--- config.mk ---
export PLATFORM = sky130hd
export DESIGN_NAME = controlador_estados_flat
export DESIGN_NICKNAME = d
export VERILOG_FILES = /design/src/rtl/tamagotchi_pkg.sv /design/src/rtl/controlador_estados_if.sv /design/src/rtl/detector_borda.sv /design/src/rtl/controlador_estados.sv /design/src/flat_wrapper.sv
export SDC_FILE = /design/constraint.sdc
export NUM_CORES = 1
export LEC_CHECK = 0
export CORE_AREA = 2 2 63 77
export DETAILED_ROUTE_END_ITERATION = 6
export DIE_AREA = 0 0 65 79
export PLACE_DENSITY = 0.79
export SLEW_MARGIN = 20
export SYNTH_ARGS = -nofsm -noshare
export SYNTH_HDL_FRONTEND = slang
export SYNTH_SLANG_ARGS = --single-unit
--- constraint.sdc ---
create_clock -name clk -period 5.5 [get_ports clk]
set_clock_uncertainty 0.05 [all_clocks]
set_input_delay 1.375 -clock clk [delete_from_list [all_inputs] [get_ports clk]]
set_output_delay 1.375 -clock clk [all_outputs]
set_load 0.01 [all_outputs]
--- src/rtl/tamagotchi_pkg.sv ---
// Shared definitions for the pet controllers: state codes, attribute limits and widths.
// Imported by controlador_estados, its sub-modules and controlador_atributos.
package tamagotchi_pkg;

  localparam int unsigned LARGURA_ESTADO   = 5;
  localparam int unsigned LARGURA_ATRIBUTO = 8;

  localparam logic [LARGURA_ESTADO-1:0] INTRO      = 5'b00000;
  localparam logic [LARGURA_ESTADO-1:0] IDLE       = 5'b00001;
  localparam logic [LARGURA_ESTADO-1:0] DORMINDO   = 5'b00010;
  localparam logic [LARGURA_ESTADO-1:0] COMENDO    = 5'b00100;
  localparam logic [LARGURA_ESTADO-1:0] DANDO_AULA = 5'b01000;
  localparam logic [LARGURA_ESTADO-1:0] MORTO      = 5'b10000;

  localparam logic [LARGURA_ATRIBUTO-1:0] MAX_ATRIBUTO = 8'd100;

  typedef enum logic [LARGURA_ESTADO-1:0] {
    StIntro     = INTRO,
    StIdle      = IDLE,
    StDormindo  = DORMINDO,
    StComendo   = COMENDO,
    StDandoAula = DANDO_AULA,
    StMorto     = MORTO
  } estado_e;

  function automatic logic morreu(input logic [LARGURA_ATRIBUTO-1:0] fome,
                                  input logic [LARGURA_ATRIBUTO-1:0] felicidade,
                                  input logic [LARGURA_ATRIBUTO-1:0] sono);
    return (fome == '0) || (felicidade == '0) || (sono == '0);
  endfunction

endpackage

--- src/rtl/controlador_estados_if.sv ---
// Button/attribute/state bundle between the player side and the behaviour FSM.
interface controlador_estados_if;
  import tamagotchi_pkg::*;

  logic                        btn_start;
  logic                        btn_dormir;
  logic                        btn_comer;
  logic                        btn_aula;
  logic [LARGURA_ATRIBUTO-1:0] fome;
  logic [LARGURA_ATRIBUTO-1:0] felicidade;
  logic [LARGURA_ATRIBUTO-1:0] sono;
  logic [LARGURA_ESTADO-1:0]   estado;

  modport master (
    output btn_start, btn_dormir, btn_comer, btn_aula, fome, felicidade, sono,
    input  estado
  );

  modport slave (
    input  btn_start, btn_dormir, btn_comer, btn_aula, fome, felicidade, sono,
    output estado
  );

endinterface

--- src/rtl/detector_borda.sv ---
// Two-flop synchroniser for an asynchronous level input plus a one-cycle rising-edge pulse.
module detector_borda (
  input  logic clk,
  input  logic rst_n,
  input  logic i_btn,
  output logic o_pulse
);

  logic r_sync1;
  logic r_sync2;
  logic r_prev;

  always_ff @(posedge clk or negedge rst_n) begin
    if (!rst_n) begin
      r_sync1 <= 1'b0;
      r_sync2 <= 1'b0;
      r_prev  <= 1'b0;
    end else begin
      r_sync1 <= i_btn;
      r_sync2 <= r_sync1;
      r_prev  <= r_sync2;
    end
  end

  assign o_pulse = r_sync2 & ~r_prev;

endmodule

--- src/rtl/controlador_estados.sv ---
// Pet behaviour FSM: intro, idle, timed activities (sleep/eat/teach) and death.
// Optional macro AUTO_DORMIR_EN: idle pet falls asleep when sono drops below LIMIAR_SONO.
module controlador_estados
  import tamagotchi_pkg::*;
#(
  parameter logic [31:0]                 DURACAO      = 32'd50_000_000,
  parameter logic [LARGURA_ATRIBUTO-1:0] MAX_ATRIBUTO = tamagotchi_pkg::MAX_ATRIBUTO,
  parameter logic [LARGURA_ATRIBUTO-1:0] LIMIAR_SONO  = 8'd20
) (
  input logic                  clk,
  input logic                  rst_n,
  controlador_estados_if.slave bus
);

  estado_e     r_estado;
  logic [31:0] r_timer;

  logic w_p_start;
  logic w_p_dormir;
  logic w_p_comer;
  logic w_p_aula;
  logic w_morreu;
  logic w_cancela;
  logic w_saturou;
  logic w_sono_baixo;
  logic w_auto_dormir;

  detector_borda u_borda_start (
    .clk    (clk),
    .rst_n  (rst_n),
    .i_btn  (bus.btn_start),
    .o_pulse(w_p_start)
  );

  detector_borda u_borda_dormir (
    .clk    (clk),
    .rst_n  (rst_n),
    .i_btn  (bus.btn_dormir),
    .o_pulse(w_p_dormir)
  );

  detector_borda u_borda_comer (
    .clk    (clk),
    .rst_n  (rst_n),
    .i_btn  (bus.btn_comer),
    .o_pulse(w_p_comer)
  );

  detector_borda u_borda_aula (
    .clk    (clk),
    .rst_n  (rst_n),
    .i_btn  (bus.btn_aula),
    .o_pulse(w_p_aula)
  );

  assign w_morreu     = morreu(bus.fome, bus.felicidade, bus.sono);
  assign w_sono_baixo = bus.sono < LIMIAR_SONO;

`ifdef AUTO_DORMIR_EN
  assign w_auto_dormir = w_sono_baixo & ~(w_p_start | w_p_dormir | w_p_comer | w_p_aula);
`else
  // Feature off: auto-sleep can never fire.
  assign w_auto_dormir = w_sono_baixo & 1'b0;
`endif

  // Each activity is cancelled by its own button and ends when its own attribute saturates.
  always_comb begin
    w_cancela = 1'b0;
    w_saturou = 1'b0;
    case (r_estado)
      StDormindo: begin
        w_cancela = w_p_dormir;
        w_saturou = (bus.sono == MAX_ATRIBUTO);
      end
      StComendo: begin
        w_cancela = w_p_comer;
        w_saturou = (bus.fome == MAX_ATRIBUTO);
      end
      StDandoAula: begin
        w_cancela = w_p_aula;
        w_saturou = (bus.felicidade == MAX_ATRIBUTO);
      end
      default: begin
        w_cancela = 1'b0;
        w_saturou = 1'b0;
      end
    endcase
  end

  always_ff @(posedge clk or negedge rst_n) begin
    if (!rst_n) begin
      r_estado <= StIntro;
      r_timer  <= '0;
    end else begin
      case (r_estado)
        StIntro: begin
          r_timer <= '0;
          if (w_p_start) r_estado <= StIdle;
        end
        StIdle: begin
          r_timer <= '0;
          if (w_morreu) begin
            r_estado <= StMorto;
          end else if (w_p_dormir) begin
            r_estado <= StDormindo;
            r_timer  <= DURACAO - 32'd1;
          end else if (w_p_comer) begin
            r_estado <= StComendo;
            r_timer  <= DURACAO - 32'd1;
          end else if (w_p_aula) begin
            r_estado <= StDandoAula;
            r_timer  <= DURACAO - 32'd1;
          end else if (w_auto_dormir) begin
            r_estado <= StDormindo;
            r_timer  <= DURACAO - 32'd1;
          end
        end
        StDormindo, StComendo, StDandoAula: begin
          if (w_morreu) begin
            r_estado <= StMorto;
            r_timer  <= '0;
          end else if (w_cancela || w_saturou || (r_timer == '0)) begin
            r_estado <= StIdle;
            r_timer  <= '0;
          end else begin
            r_timer <= r_timer - 32'd1;
          end
        end
        StMorto: begin
          r_timer <= '0;
          if (w_p_start) r_estado <= StIntro;
        end
        default: begin
          r_estado <= StIntro;
          r_timer  <= '0;
        end
      endcase
    end
  end

  assign bus.estado = r_estado;

endmodule
--- src/flat_wrapper.sv ---
// flat-port wrapper written by rule: the top's interface ports become plain ports
module controlador_estados_flat import tamagotchi_pkg::*;
#(
  parameter logic [31:0]                 DURACAO      = 32'd50_000_000,
  parameter logic [LARGURA_ATRIBUTO-1:0] MAX_ATRIBUTO = tamagotchi_pkg::MAX_ATRIBUTO,
  parameter logic [LARGURA_ATRIBUTO-1:0] LIMIAR_SONO  = 8'd20
)
  (clk, rst_n, bus_btn_start, bus_btn_dormir, bus_btn_comer, bus_btn_aula, bus_fome, bus_felicidade, bus_sono, bus_estado);
  controlador_estados_if bus_i ();
  input logic clk;
  input logic rst_n;
  input wire logic [$bits(bus_i.btn_start)-1:0] bus_btn_start;
  input wire logic [$bits(bus_i.btn_dormir)-1:0] bus_btn_dormir;
  input wire logic [$bits(bus_i.btn_comer)-1:0] bus_btn_comer;
  input wire logic [$bits(bus_i.btn_aula)-1:0] bus_btn_aula;
  input wire logic [$bits(bus_i.fome)-1:0] bus_fome;
  input wire logic [$bits(bus_i.felicidade)-1:0] bus_felicidade;
  input wire logic [$bits(bus_i.sono)-1:0] bus_sono;
  output wire logic [$bits(bus_i.estado)-1:0] bus_estado;
  assign bus_i.btn_start = bus_btn_start;
  assign bus_i.btn_dormir = bus_btn_dormir;
  assign bus_i.btn_comer = bus_btn_comer;
  assign bus_i.btn_aula = bus_btn_aula;
  assign bus_i.fome = bus_fome;
  assign bus_i.felicidade = bus_felicidade;
  assign bus_i.sono = bus_sono;
  assign bus_estado = bus_i.estado;
  controlador_estados #(.DURACAO(DURACAO), .MAX_ATRIBUTO(MAX_ATRIBUTO), .LIMIAR_SONO(LIMIAR_SONO)) u_core (.clk(clk), .rst_n(rst_n), .bus(bus_i));
endmodule
After elaboration in Yosys (flattened, before gate mapping)
Cells that the tools add are included.

storage, ports and cells
  flip-flop bits (word level) = 49
  bits of input ports = 30
  output and inout port bits = 5

cells by class
  add/sub/neg operators = 1
  reduce and logical (&&, ||, !) cells = 11
  multiplexer cells = 18
  equal/unequal tests = 12
  bitwise logic cells = 8

operators by type and width
  cell                                                 count
  two-way mux 32 bit                                   5
  case mux 32 bit (2 select lines)                     1
  two-way mux 5 bit                                    8
  zero test 32 bit                                     1
  subtractor 32 x 1 -> 32 bit, second input constant   1
  two-way mux 26 bit                                   1
  equality test 8 x 7 -> 1 bit, second input constant  3
  zero test 8 bit                                      3
  case mux 5 bit (4 select lines)                      1
  case mux 1 bit (3 select lines)                      2
  equality test 5 x 1 -> 1 bit, second input constant  1
  equality test 5 x 2 -> 1 bit, second input constant  1
  equality test 5 x 3 -> 1 bit, second input constant  1
  equality test 5 x 4 -> 1 bit, second input constant  1
  equality test 5 bit, second input constant           1
  zero test 5 bit                                      1
  != test 5 x 1 -> 1 bit, second input constant        1
  bitwise AND 1 bit                                    4
  logical OR 1 bit                                     4
  != test 2 bit, second input constant                 2
  NOT 1 bit                                            4
  AND reduction 4 bit                                  1
  != test 3 x 1 -> 1 bit, second input constant        1
  OR reduction 3 bit                                   1

Logic depth before layout (Yosys ltp)
  depth after elaboration = 8
  mapped depth = 10
  gate-level depth less buffers = 7

Hierarchy
A second synthesis with hierarchy kept.

unflattened totals
  cells, all modules = 246
  area total of the unflattened synthesis = 2,431.1 um2

modules (own cells, without submodules)
  module               sequential area each (um2)  instances  area an instance (um2)  cells each
  controlador_estados  925.9                       1          2,075.7                 230
  detector_borda       75.1                        4          88.8                    4

Worst setup path after synthesis
Ideal clock, no wire load.

  path type = input port to flip-flop
  start = input bus_sono[1]
  end = register u_core.r_timer[6]
  path slack = 2.384 ns
  library setup time = 0.135 ns
  arrival = 2.931 ns
  path buffers = 2
  cell stages on the path = 8
  cell sequence = or4_1 nor4_1 a31oi_1 nor4_1 or4_1 buf_6 buf_6 o21ai_1

on the way
  word-level cells in the longest chain between the ends = 7

RTL lines
  what                                  line                        RTL
  start, declared                       flat_wrapper.sv:18          input wire logic [$bits(bus_i.sono)-1:0] bus_sono;
  equality test 8 x 7 -> 1 bit          controlador_estados.sv:73   w_saturou = (bus.sono == MAX_ATRIBUTO);
  case mux 1 bit (3 select lines)       controlador_estados.sv:70   case (r_estado)
  logical OR 1 bit (2 in a row)         controlador_estados.sv:122  end else if (w_cancela || w_saturou || (r_timer == '0)) begin
  two-way mux 32 bit                    controlador_estados.sv:122
  two-way mux 32 bit                    controlador_estados.sv:119  if (w_morreu) begin
  case mux 32 bit (2 select lines) (*)  controlador_estados.sv:95   case (r_estado)
  end signal, assigned                  controlador_estados.sv:106  r_timer <= DURACAO - 32'd1;
  end signal, assigned                  controlador_estados.sv:115  r_timer <= DURACAO - 32'd1;
  end signal, assigned                  controlador_estados.sv:126  r_timer <= r_timer - 32'd1;
  end, declared                         controlador_estados.sv:16   logic [31:0] r_timer;

Every way passes the cells marked *; elsewhere a longest branch is shown, timed or not.
A chain may end at the register's enable or synchronous reset.

Final worst setup path
  start = input bus_sono[1]
  end = register u_core.r_timer[5]

The elaborated chain is that of the path after synthesis.

==> run metrics <==
mux cell area share after synthesis=0; drt initial violations=77; vias per cell=5.53; worst-margin pin slew=854 ps; post_cts resized=0; worst vdd ir=223 µV; share of cells above drive strength 1=0.0667; largest net degree at the start of global routing=50; number of synthesized flops with an enable pin=0; Buf+Inv Stages, Crit Path=2; Core ar.=4430 µm²; crit path from=bus_sono[1]; clock tree buffer depth=2; hold depth=0; CP endpoint kind=register; register area=1230 µm²; warning count from the yosys run=0; f_max=254 MHz; routed len/inst=13.5 µm; largest family of logic cells by synthesized area=simple AND/OR/NAND/NOR gates; first-pass GRT wire length=7770 µm; Detailed Route WL=4440 µm; CP max-delay cell=or4_1; Area Overhead vs Synth=21.5%; die area=5140 µm²; HP Class=register to register; drt pass-1 iters=4; hold wc startpoint=u_core.u_borda_comer.r_sync1; GP Congestion=0.844; clock buffer count from CTS=5; vias=1814; fin crit period=3940 ps; dpl cell area=2710 µm²; fill count=358; Rel. slew slack=0.416; Synth Area in Adders=0.00535; reg2reg path depth=7; chip width=65 µm; reg2reg end=u_core.r_timer[5]; setup repair bufs after CTS=0; vias in the first global route=1799; Power Dens Cells=453 nW/µm²; CP delay by family, top=simple AND/OR/NAND/NOR gates; Clock Root Buffer=clkbuf_8; final setup fails=0; hpwl dp=3160 µm; synthesized net count=263; crit path DAT=4050 ps; fin area=2840 µm²; critical path cell sequence=clkdlybuf4s50_1 -> or4_1 -> nor4_1 -> a31oi_1 -> nor4_1 -> or4_1 -> buf_4 -> o21ai_1; Fin. Hold Viols=0; # nets final=300; simple-gate share of the synthesized area=0.231; CP Max Fanout=27; Multi-input gate area=1030 µm²; cell count after synthesis=232; Die Height=79 µm; most frequent cells in the layout=dfrtp_1, clkdlybuf4s50_1, nor2_1, xnor2_1, o21ai_1; GRT overflow=0; WS Path Type=primary input to register; H-tree lvl count=2; reg-to-reg startpoint=u_core.r_timer[12]; Pins Over Slew Limit=0; Rows=27; WHS=303 ps; Max-Cap Viols=0; Critical Path Start Type=primary input; GRT Overall Usage=0.195; flops & latches, synth=49; compound-cell area share of the yosys netlist=0.0980; insertion delay to the later sink of the worst-skew pair=310 ps; initial cell density of the core=0.528; post-synthesis sequential area ratio=0.525; Worst Hold End=u_core.u_borda_comer.r_sync2; Leakage=1.14 nW; status=complete, no violations; Clock Sinks=49; hold-fix buffers at CTS=0; ys flop type=dfrtp_1; Syn Std Cell Area=2340 µm²; max incr delay on CP=710 ps; Final period util=0.716; top-level I/O count=35; I/O Buffers=34; DRC=0; Routed Antenna Nets=0; Post-Synth XOR/XNOR Area=0.109; initial antenna violation count=0; CTS tree=done; clock-pin slew on the worst setup and hold paths=80 ps; RSZ-0062 raised after global routing=false; synthesized area per cell=10.1 µm²; fraction of registers with async set/reset=1.00; count of cell types in the netlist=38; setup slack, reg-to-reg=2120 ps; antenna cells=0; commonest non-fill, non-tap cell in the layout=dfrtp_1; CP required=5610 ps; Setup TNS Final=0 ps
[worst max-delay path by stage]
stage                        end  cells past startpoint
6_report       u_core.r_timer[5]                      8
5_1_grt        u_core.r_timer[5]                      8
4_1_cts        u_core.r_timer[5]                      8
3_5_place_dp   u_core.r_timer[5]                      8
3_3_place_gp   u_core.r_timer[6]                      8
2_1_floorplan  u_core.r_timer[6]                      8
[through the flow]
step | cells | worst slack (ps) | utilization | total power [mW]
6_report | 328 | 1560 | 0.642 | 1.29
5_1_grt | 328 | 1360 | 0.642 | 1.39
4_1_cts | 328 | 1530 | 0.642 | 1.30
3_5_place_dp | 320 | 1200 | 0.612 | 0.995
3_3_place_gp | 320 | 1250 | 0.612 | 0.981
2_1_floorplan | 232 | 2380 | - | 0.885
[flip-flops by register name, summed over array words and instances (netlist names)]
| register | count |
|---|---|
| u_core.r_timer | 32 |
| u_core.bus.estado | 5 |
| u_core.u_borda_aula.r_prev | 1 |
| u_core.u_borda_aula.r_sync1 | 1 |
| u_core.u_borda_aula.r_sync2 | 1 |
| u_core.u_borda_comer.r_prev | 1 |
| u_core.u_borda_comer.r_sync1 | 1 |
| u_core.u_borda_comer.r_sync2 | 1 |
| u_core.u_borda_dormir.r_prev | 1 |
| u_core.u_borda_dormir.r_sync1 | 1 |
| u_core.u_borda_dormir.r_sync2 | 1 |
| u_core.u_borda_start.r_prev | 1 |
| u_core.u_borda_start.r_sync1 | 1 |
| u_core.u_borda_start.r_sync2 | 1 |
[area by class of cell]
type / instances / share of cell area
flip-flops and latches: 49 / 0.432
multi-input cells: 171 / 0.364
repair buffers: 36 / 0.123
well taps: 58 / 0.0256
clock buffers: 5 / 0.0242
clock inverters: 3 / 0.0229
inverters: 6 / 0.00793
[per-layer routing]
layer  up-vias  track usage  share of wire
met1       857        0.228           0.43
met2        54        0.338           0.49
met4         0       0.0872          0.023
met3        10       0.0439          0.058
li1        893            -              -
met5         -            0              0
[synthesized netlist by cell type, types with 2 or more instances]
library cell / number / share of area
nand2_1: 13 / 0.021
xnor2_1: 24 / 0.090
nand4_1: 3 / 0.0080
or2_2: 2 / 0.0054
a21oi_1: 4 / 0.0086
dfrtp_1: 49 / 0.52
nor2b_1: 5 / 0.013
or4_1: 7 / 0.022
nor4_1: 10 / 0.027
buf_6: 4 / 0.019
or3_1: 3 / 0.0080
xor2_1: 5 / 0.019
o21ai_0: 11 / 0.024
o21ai_1: 16 / 0.034
nor2_1: 29 / 0.047
nor3_1: 14 / 0.030
nand3_1: 3 / 0.0064
nand2b_1: 5 / 0.013
inv_1: 6 / 0.0096
[cells by family after synthesis]
family,count (synthesis)
compound gates,40
simple gates,101
xor+xnor,29
fa+ha+maj,1
flops,49
buf+inv,12
[report_power, final]
part	switching (mW)	total (mW)	leakage, nW	internal (mW)
clock network	0.116	0.297	0.0681	0.180
registers	0.0818	0.517	0.637	0.436
logic	0.250	0.472	0.439	0.222
total	0.448	1.29	1.14	0.839
(Power assumes the default switching activity.)
